`src/rtl/regfile_mp_sb_pkg.sv`:
```
// Shared helpers for the multi-port register file.
// Address width derivation and flat-bus slice offsets.
package regfile_mp_sb_pkg;

  localparam logic DATA_ZERO_BIT = 1'b0;

  function automatic int aw_of(input int depth);
    return (depth < 2) ? 1 : $clog2(depth);
  endfunction

  function automatic int slice_lo(
    input int idx,
    input int w
  );
    return idx * w;
  endfunction

endpackage

```
`src/rtl/regfile_scoreboard.sv`:
```
// Busy scoreboard: set at issue, cleared at writeback.
// Set beats clear on the same register; r0 optionally never busy.
module regfile_scoreboard
  import regfile_mp_sb_pkg::*;
#(
  parameter int REGI_DEPTH = 32,
  parameter int NUM_WR = 1,
  parameter int ZERO_REG = 1,
  localparam int AW = aw_of(REGI_DEPTH)
) (
  input  logic                   clk,
  input  logic                   rst,
  input  logic                   iss_valid,
  input  logic [AW-1:0]          iss_rd,
  input  logic [NUM_WR-1:0]      wen,
  input  logic [NUM_WR*AW-1:0]   waddr,
  output logic [REGI_DEPTH-1:0]  busy
);

  logic [REGI_DEPTH-1:0] busy_q;
  logic [REGI_DEPTH-1:0] busy_d;

  // Next state: clears from writeback first, then issue set on top
  always_comb begin
    busy_d = busy_q;
    for (int j = 0; j < NUM_WR; j++) begin
      if (wen[j]) begin
        busy_d[waddr[slice_lo(j, AW) +: AW]] = 1'b0;
      end
    end
    if (iss_valid) begin
      busy_d[iss_rd] = 1'b1;
    end
    if (ZERO_REG != 0) begin
      busy_d[0] = 1'b0;
    end
  end

  // Busy bit register with synchronous reset
  always_ff @(posedge clk) begin
    if (rst) begin
      busy_q <= '0;
    end else begin
      busy_q <= busy_d;
    end
  end

  assign busy = rst ? '0 : busy_q;

endmodule

```
`src/rtl/regfile_mp_sb.sv`:
```
// Multi-port integer register file with bypass and scoreboard.
// Higher write port wins on address conflicts.
module regfile_mp_sb
  import regfile_mp_sb_pkg::*;
#(
  parameter int REGI_DEPTH = 32,
  parameter int DATA_WIDTH = 64,
  parameter int NUM_RD = 2,
  parameter int NUM_WR = 1,
  parameter int BYPASS = 1,
  parameter int ZERO_REG = 1,
  localparam int AW = aw_of(REGI_DEPTH)
) (
  input  logic                         clk,
  input  logic                         rst,
  input  logic [NUM_RD*AW-1:0]         raddr,
  output logic [NUM_RD*DATA_WIDTH-1:0] rdata,
  output logic [NUM_RD-1:0]            rbusy,
  input  logic [NUM_WR-1:0]            wen,
  input  logic [NUM_WR*AW-1:0]         waddr,
  input  logic [NUM_WR*DATA_WIDTH-1:0] wdata,
  input  logic                         iss_valid,
  input  logic [AW-1:0]                iss_rd,
  output logic [REGI_DEPTH-1:0]        busy_vec
);

  localparam logic [DATA_WIDTH-1:0] ZERO_D =
    {DATA_WIDTH{DATA_ZERO_BIT}};

  logic [DATA_WIDTH-1:0] rf [REGI_DEPTH];

  logic [AW-1:0]         ra;
  logic                  hit;
  logic [DATA_WIDTH-1:0] byp_d;
  logic [DATA_WIDTH-1:0] rd_d;

  regfile_scoreboard #(
    .REGI_DEPTH (REGI_DEPTH),
    .NUM_WR     (NUM_WR),
    .ZERO_REG   (ZERO_REG)
  ) u_sb (
    .clk       (clk),
    .rst       (rst),
    .iss_valid (iss_valid),
    .iss_rd    (iss_rd),
    .wen       (wen),
    .waddr     (waddr),
    .busy      (busy_vec)
  );

  // Storage: reset clears, later ports overwrite earlier ones
  always_ff @(posedge clk) begin
    if (rst) begin
      for (int r = 0; r < REGI_DEPTH; r++) begin
        rf[r] <= ZERO_D;
      end
    end else begin
      for (int j = 0; j < NUM_WR; j++) begin
        if (wen[j] &&
            !(ZERO_REG != 0 &&
              waddr[slice_lo(j, AW) +: AW] == '0)) begin
          rf[waddr[slice_lo(j, AW) +: AW]] <=
            wdata[slice_lo(j, DATA_WIDTH) +: DATA_WIDTH];
        end
      end
    end
  end

  // Read ports with optional same-cycle write bypass
  always_comb begin
    rdata = '0;
    rbusy = '0;
    ra    = '0;
    hit   = 1'b0;
    byp_d = ZERO_D;
    rd_d  = ZERO_D;
    for (int i = 0; i < NUM_RD; i++) begin
      ra    = raddr[slice_lo(i, AW) +: AW];
      hit   = 1'b0;
      byp_d = ZERO_D;
      for (int j = 0; j < NUM_WR; j++) begin
        if (wen[j] &&
            waddr[slice_lo(j, AW) +: AW] == ra) begin
          hit   = 1'b1;
          byp_d =
            wdata[slice_lo(j, DATA_WIDTH) +: DATA_WIDTH];
        end
      end
      if (BYPASS != 0 && hit) begin
        rd_d = byp_d;
      end else begin
        rd_d = rf[ra];
      end
      if (ZERO_REG != 0 && ra == '0) begin
        rd_d = ZERO_D;
      end
      if (!rst) begin
        rdata[slice_lo(i, DATA_WIDTH) +: DATA_WIDTH] = rd_d;
        rbusy[i] = busy_vec[ra] &&
                   !(BYPASS != 0 && hit);
      end
    end
  end

endmodule

```
`config.mk`:
```
export PLATFORM = sky130hd
export DESIGN_NAME = regfile_mp_sb
export DESIGN_NICKNAME = d
export VERILOG_FILES = /design/src/rtl/regfile_mp_sb_pkg.sv /design/src/rtl/regfile_scoreboard.sv /design/src/rtl/regfile_mp_sb.sv
export SDC_FILE = /design/constraint.sdc
export NUM_CORES = 2
export LEC_CHECK = 0
export ABC_CLOCK_PERIOD_IN_PS = 8850
export BUFFER_PORTS_ARGS = -buffer_cell sky130_fd_sc_hd__buf_2
export CORE_ASPECT_RATIO = 1.25
export CORE_MARGIN = 2
export CORE_UTILIZATION = 40
export DETAILED_ROUTE_END_ITERATION = 16
export SLEW_MARGIN = 20
export SYNTH_ARGS = -nofsm -noshare
export SYNTH_HDL_FRONTEND = slang
export SYNTH_SLANG_ARGS = --single-unit
```
`constraint.sdc`:
```
create_clock -name clk -period 8.85 [get_ports clk]
set_input_delay 0.885 -clock clk [delete_from_list [all_inputs] [get_ports clk]]
set_output_delay 0.885 -clock clk [all_outputs]
set_load 0.005 [all_outputs]
```
==> results.txt <==
The run finished with clean final reports. The worst setup path is launched from an input port. Dividing the detail-routed wire length by the instance count gives 40.2 um. The setup path with the least slack is of type in2out. The Yosys step of the flow raised 0 warnings.

Cells with a size suffix above 1 make up 21.7% of the layout. For the initial antenna violation count, the log shows 78. Buffers inserted during clock tree synthesis total 215. The tools report the number of global-route vias before repair as 77.2k.

The kind of end point of the critical path is a primary output. In this run the vertical extent of the chip is 596 um. Among cell families on the critical path, the largest total delay comes from buffers and inverters.

The number of violations of the max-capacitance limit is 0. The area of the mapped netlist was 112000 sq um. The first global-routing pass estimated 637 mm of wire.

Once the floorplan was initialized, standard cells occupied 40.1% of the core. Clock tree synthesis found a total of 2079 sinks. Synthesis inferred 2079 register bits.

Synthesis handed over a netlist of 7828 instances. Counting flops with an async set or reset pin after synthesis yields a share of 0%. At the worst endpoint, the arrival time is 5.02 ns. The register-to-register path setup slack came out at 7.84 ns. For the pin with the worst max-slew slack, the measured transition is 1.29 ns. In this run the remaining antenna-violating nets after routing total 0. In this run the worst path has a maximum fanout of 93. The floorplan has 217 rows. Headroom to the max-slew limit came out at 13.6%.

For this block, the routed nets add up to 470 mm of wire. Setup repair after global routing left no endpoint under its margin. The H-tree generated during clock tree synthesis spans 4 levels. Across the routed clock network, the largest skew measured is 0 ns. Share of the cycle needed by the critical path after routing: 66.7%. Area growth from synthesis to layout: 10.4%. Walking the worst path, the cells encountered are buf_8, buf_12, and2_4, buf_4, a221oi_1, o21ai_0, a21oi_1, a211o_1, buf_2.

The total power per unit cell area is 191 nW/um^2. Summed over all cells, the static leakage comes to 43.3 nW. The floorplan step defined a die boundary enclosing 284000 sq um. The buffer and inverter count on the worst path is 4, and the sum of net half-perimeters after detailed placement is 258 mm. The share of the yosys chip area belonging to registers is 55.5%, and the clock input transition at the sequential cells of the worst setup and hold paths is 0.06 ns.

The die is 477 um wide. The required time of the critical path came out at 7.97 ns. For this design, the slowest cell found on the critical path is buf_4. Entering global routing, the biggest net connects 115 pins. The tools report the startpoint of the most critical register-to-register path as u_sb.busy_q[29]. The worst hold margin was 0.251 ns; the largest buffer count on any clock path was 4. Number of DRC violations after detailed routing: 0.

IR analysis of the VDD net gives a maximum drop of 0.156 mV. The tools report the number of buffers inserted to repair setup after CTS as 0. The run gives 0 as the setup violation total in the final timing report.

The mean area per synthesized cell came out at 14.3 sq um. The tools report the insertion delay to the later sink of the worst-skew pair as 0.89 ns. The number of buffers added on ports came out at 248. The achievable frequency came out at 0.169 GHz. The number of enable-type register cells in the synthesized netlist came out at 2048. In this run the most critical hold path is launched from iss_rd[0]. The min-delay analysis places its worst path in the category in2reg.

The pre-antenna-repair detailed-routing pass consisted of 8 iterations. The congestion estimate from routability-driven global placement came to 0.867. Summing over every cut layer, the via total after detailed routing is 79.2k. The clock period could shrink to 5.90 ns. The longest individual stage delay on the worst path is 0.88 ns. The run gives 250 as the total I/O pin count.

For the number of distinct library cells after synthesis, the log shows 65. The cell sitting at the root of the clock tree is a clkbuf_16. The origin of the worst setup path was raddr[1].

The run gives 0 as the max-slew violation total from the final report. The run gives 0 as the number of hold-slack violations in the final timing report. In this run, post-CTS repair resized a total of 0 instances. TritonCTS built the clock tree. Global routing finished with a remaining overflow of 0. The violation count after the first detailed-route iteration was 14.7k. Global routing consumed, over all layers together, 32.2% of the routing resources. In the final timing run, aggregate negative setup slack is 0 ns. The per-cell via count in the routed design was 6.78. The region available for standard cell placement spans 279000 sq um. Most used flip-flop cell after synthesis: edfxtp_1. Buffers inserted to repair hold after CTS numbered 0. At the end of the flow, the number of nets in the layout was 7849.
[cell families (layout without fill, tap and decap cells)]
logic type      count (synthesis)  count (layout)  share of synthesized area (%)
flops                        2079            2079                           55.5
compound gates                935             935                           5.89
other cells                     1             103                        0.00335
simple gates                 2597            2597                           13.7
xor+xnor                       10              10                         0.0782
buf+inv                       854             880                           3.61
mux                          1352            1352                           21.2
[where the power goes]
part	switching [mW]	leakage (nW)	internal [mW]
combinational	1.94	20.4	1.10
sequential	0.280	19.8	11.4
clock	4.03	3.18	4.87
total	6.25	43.3	17.3
[routing by layer]
metal	global-route usage [%]	part of all wire, %
met4	19.1	6.8
met5	0	0.063
met2	49.8	45
met3	8.35	13
met1	40.9	34
[placed cells by master, fill, tap and decap left out, types with 21 or more instances in the layout]
| master | count |
|---|---|
| buf_2 | 239 |
| o22ai_1 | 120 |
| nand2_1 | 210 |
| nand3_1 | 26 |
| dfxtp_1 | 31 |
| edfxtp_1 | 2048 |
| conb_1 | 65 |
| and3_1 | 57 |
| clkbuf_1 | 50 |
| o21ai_4 | 31 |
| diode_2 | 38 |
| nor2_4 | 35 |
| o21ai_0 | 170 |
| a31oi_1 | 27 |
| and2_1 | 1984 |
| mux2i_1 | 509 |
| nor2_1 | 58 |
| nor2b_1 | 45 |
| mux4_2 | 817 |
| clkinv_2 | 34 |
| a22oi_1 | 73 |
| a221o_1 | 67 |
| clkinv_1 | 50 |
| mux2_2 | 26 |
| buf_4 | 232 |
| a21oi_1 | 94 |
| a211o_1 | 64 |
| a22o_1 | 21 |
| a211oi_1 | 96 |
| a221oi_1 | 132 |
| clkbuf_16 | 217 |
| nor3_1 | 101 |
[through the flow]
stage | utilization (%) | setup WS, ns | area [sq um] | std cells | power [mW]
3_3_place_gp | 41.9 | 3.06 | 117000 | 11300 | 14.7
2_1_floorplan | - | 2.07 | 112000 | 7892 | 13.6
5_1_grt | 44.3 | 2.84 | 124000 | 11700 | 24.0
6_report | 44.3 | 2.95 | 124000 | 11700 | 23.6
4_1_cts | 44.2 | 3.08 | 123000 | 11600 | 23.5
3_5_place_dp | 41.9 | 3.09 | 117000 | 11300 | 14.8
[layout make-up]
class / count / area, sq um
antenna: 38 / 95.1
clock buffer: 267 / 5620
clock inverter: 107 / 868
timing repair buffer: 495 / 3370
fill: 24800 / 156000
sequential: 2079 / 62100
inverter: 11 / 57.6
multi-input combinational: 4959 / 46800
tap: 3723 / 4660
[final timing paths]
path / depth (start not counted) / end
min reg2reg: 3 / u_sb.busy_q[18]
max reg2reg: 3 / u_sb.busy_q[29]
min: 2 / u_sb.busy_q[24]
max: 9 / rdata[51]
[synthesized netlist by cell type (8+ instances only)]
cell / n / area [sq um]
a2111oi_0: 14 / 123
a211o_1: 64 / 561
a211oi_1: 96 / 721
a21oi_1: 95 / 475
a221o_1: 67 / 671
a221oi_1: 132 / 1160
a22o_1: 21 / 184
a22oi_1: 73 / 548
a31oi_1: 27 / 169
and2_1: 1986 / 12400
and3_1: 58 / 363
buf_1: 27 / 101
buf_2: 142 / 711
buf_4: 74 / 556
buf_6: 47 / 529
clkbuf_1: 551 / 2070
dfxtp_1: 31 / 621
edfxtp_1: 2048 / 61500
inv_1: 9 / 33.8
mux2_2: 26 / 293
mux2i_1: 509 / 5090
mux4_2: 817 / 18400
nand2_1: 213 / 800
nand2b_1: 14 / 87.6
nand3_1: 28 / 140
nand3b_1: 12 / 90.1
nor2_1: 95 / 357
nor2b_1: 51 / 319
nor3_1: 103 / 515
nor4_1: 8 / 50.1
o21ai_0: 201 / 1010
o22ai_1: 120 / 751
[sequential cells by signal (all words and copies together) (netlist names)]
register and count:
u_sb.busy_q 31, rf 2048
(Power assumes the default switching activity.)
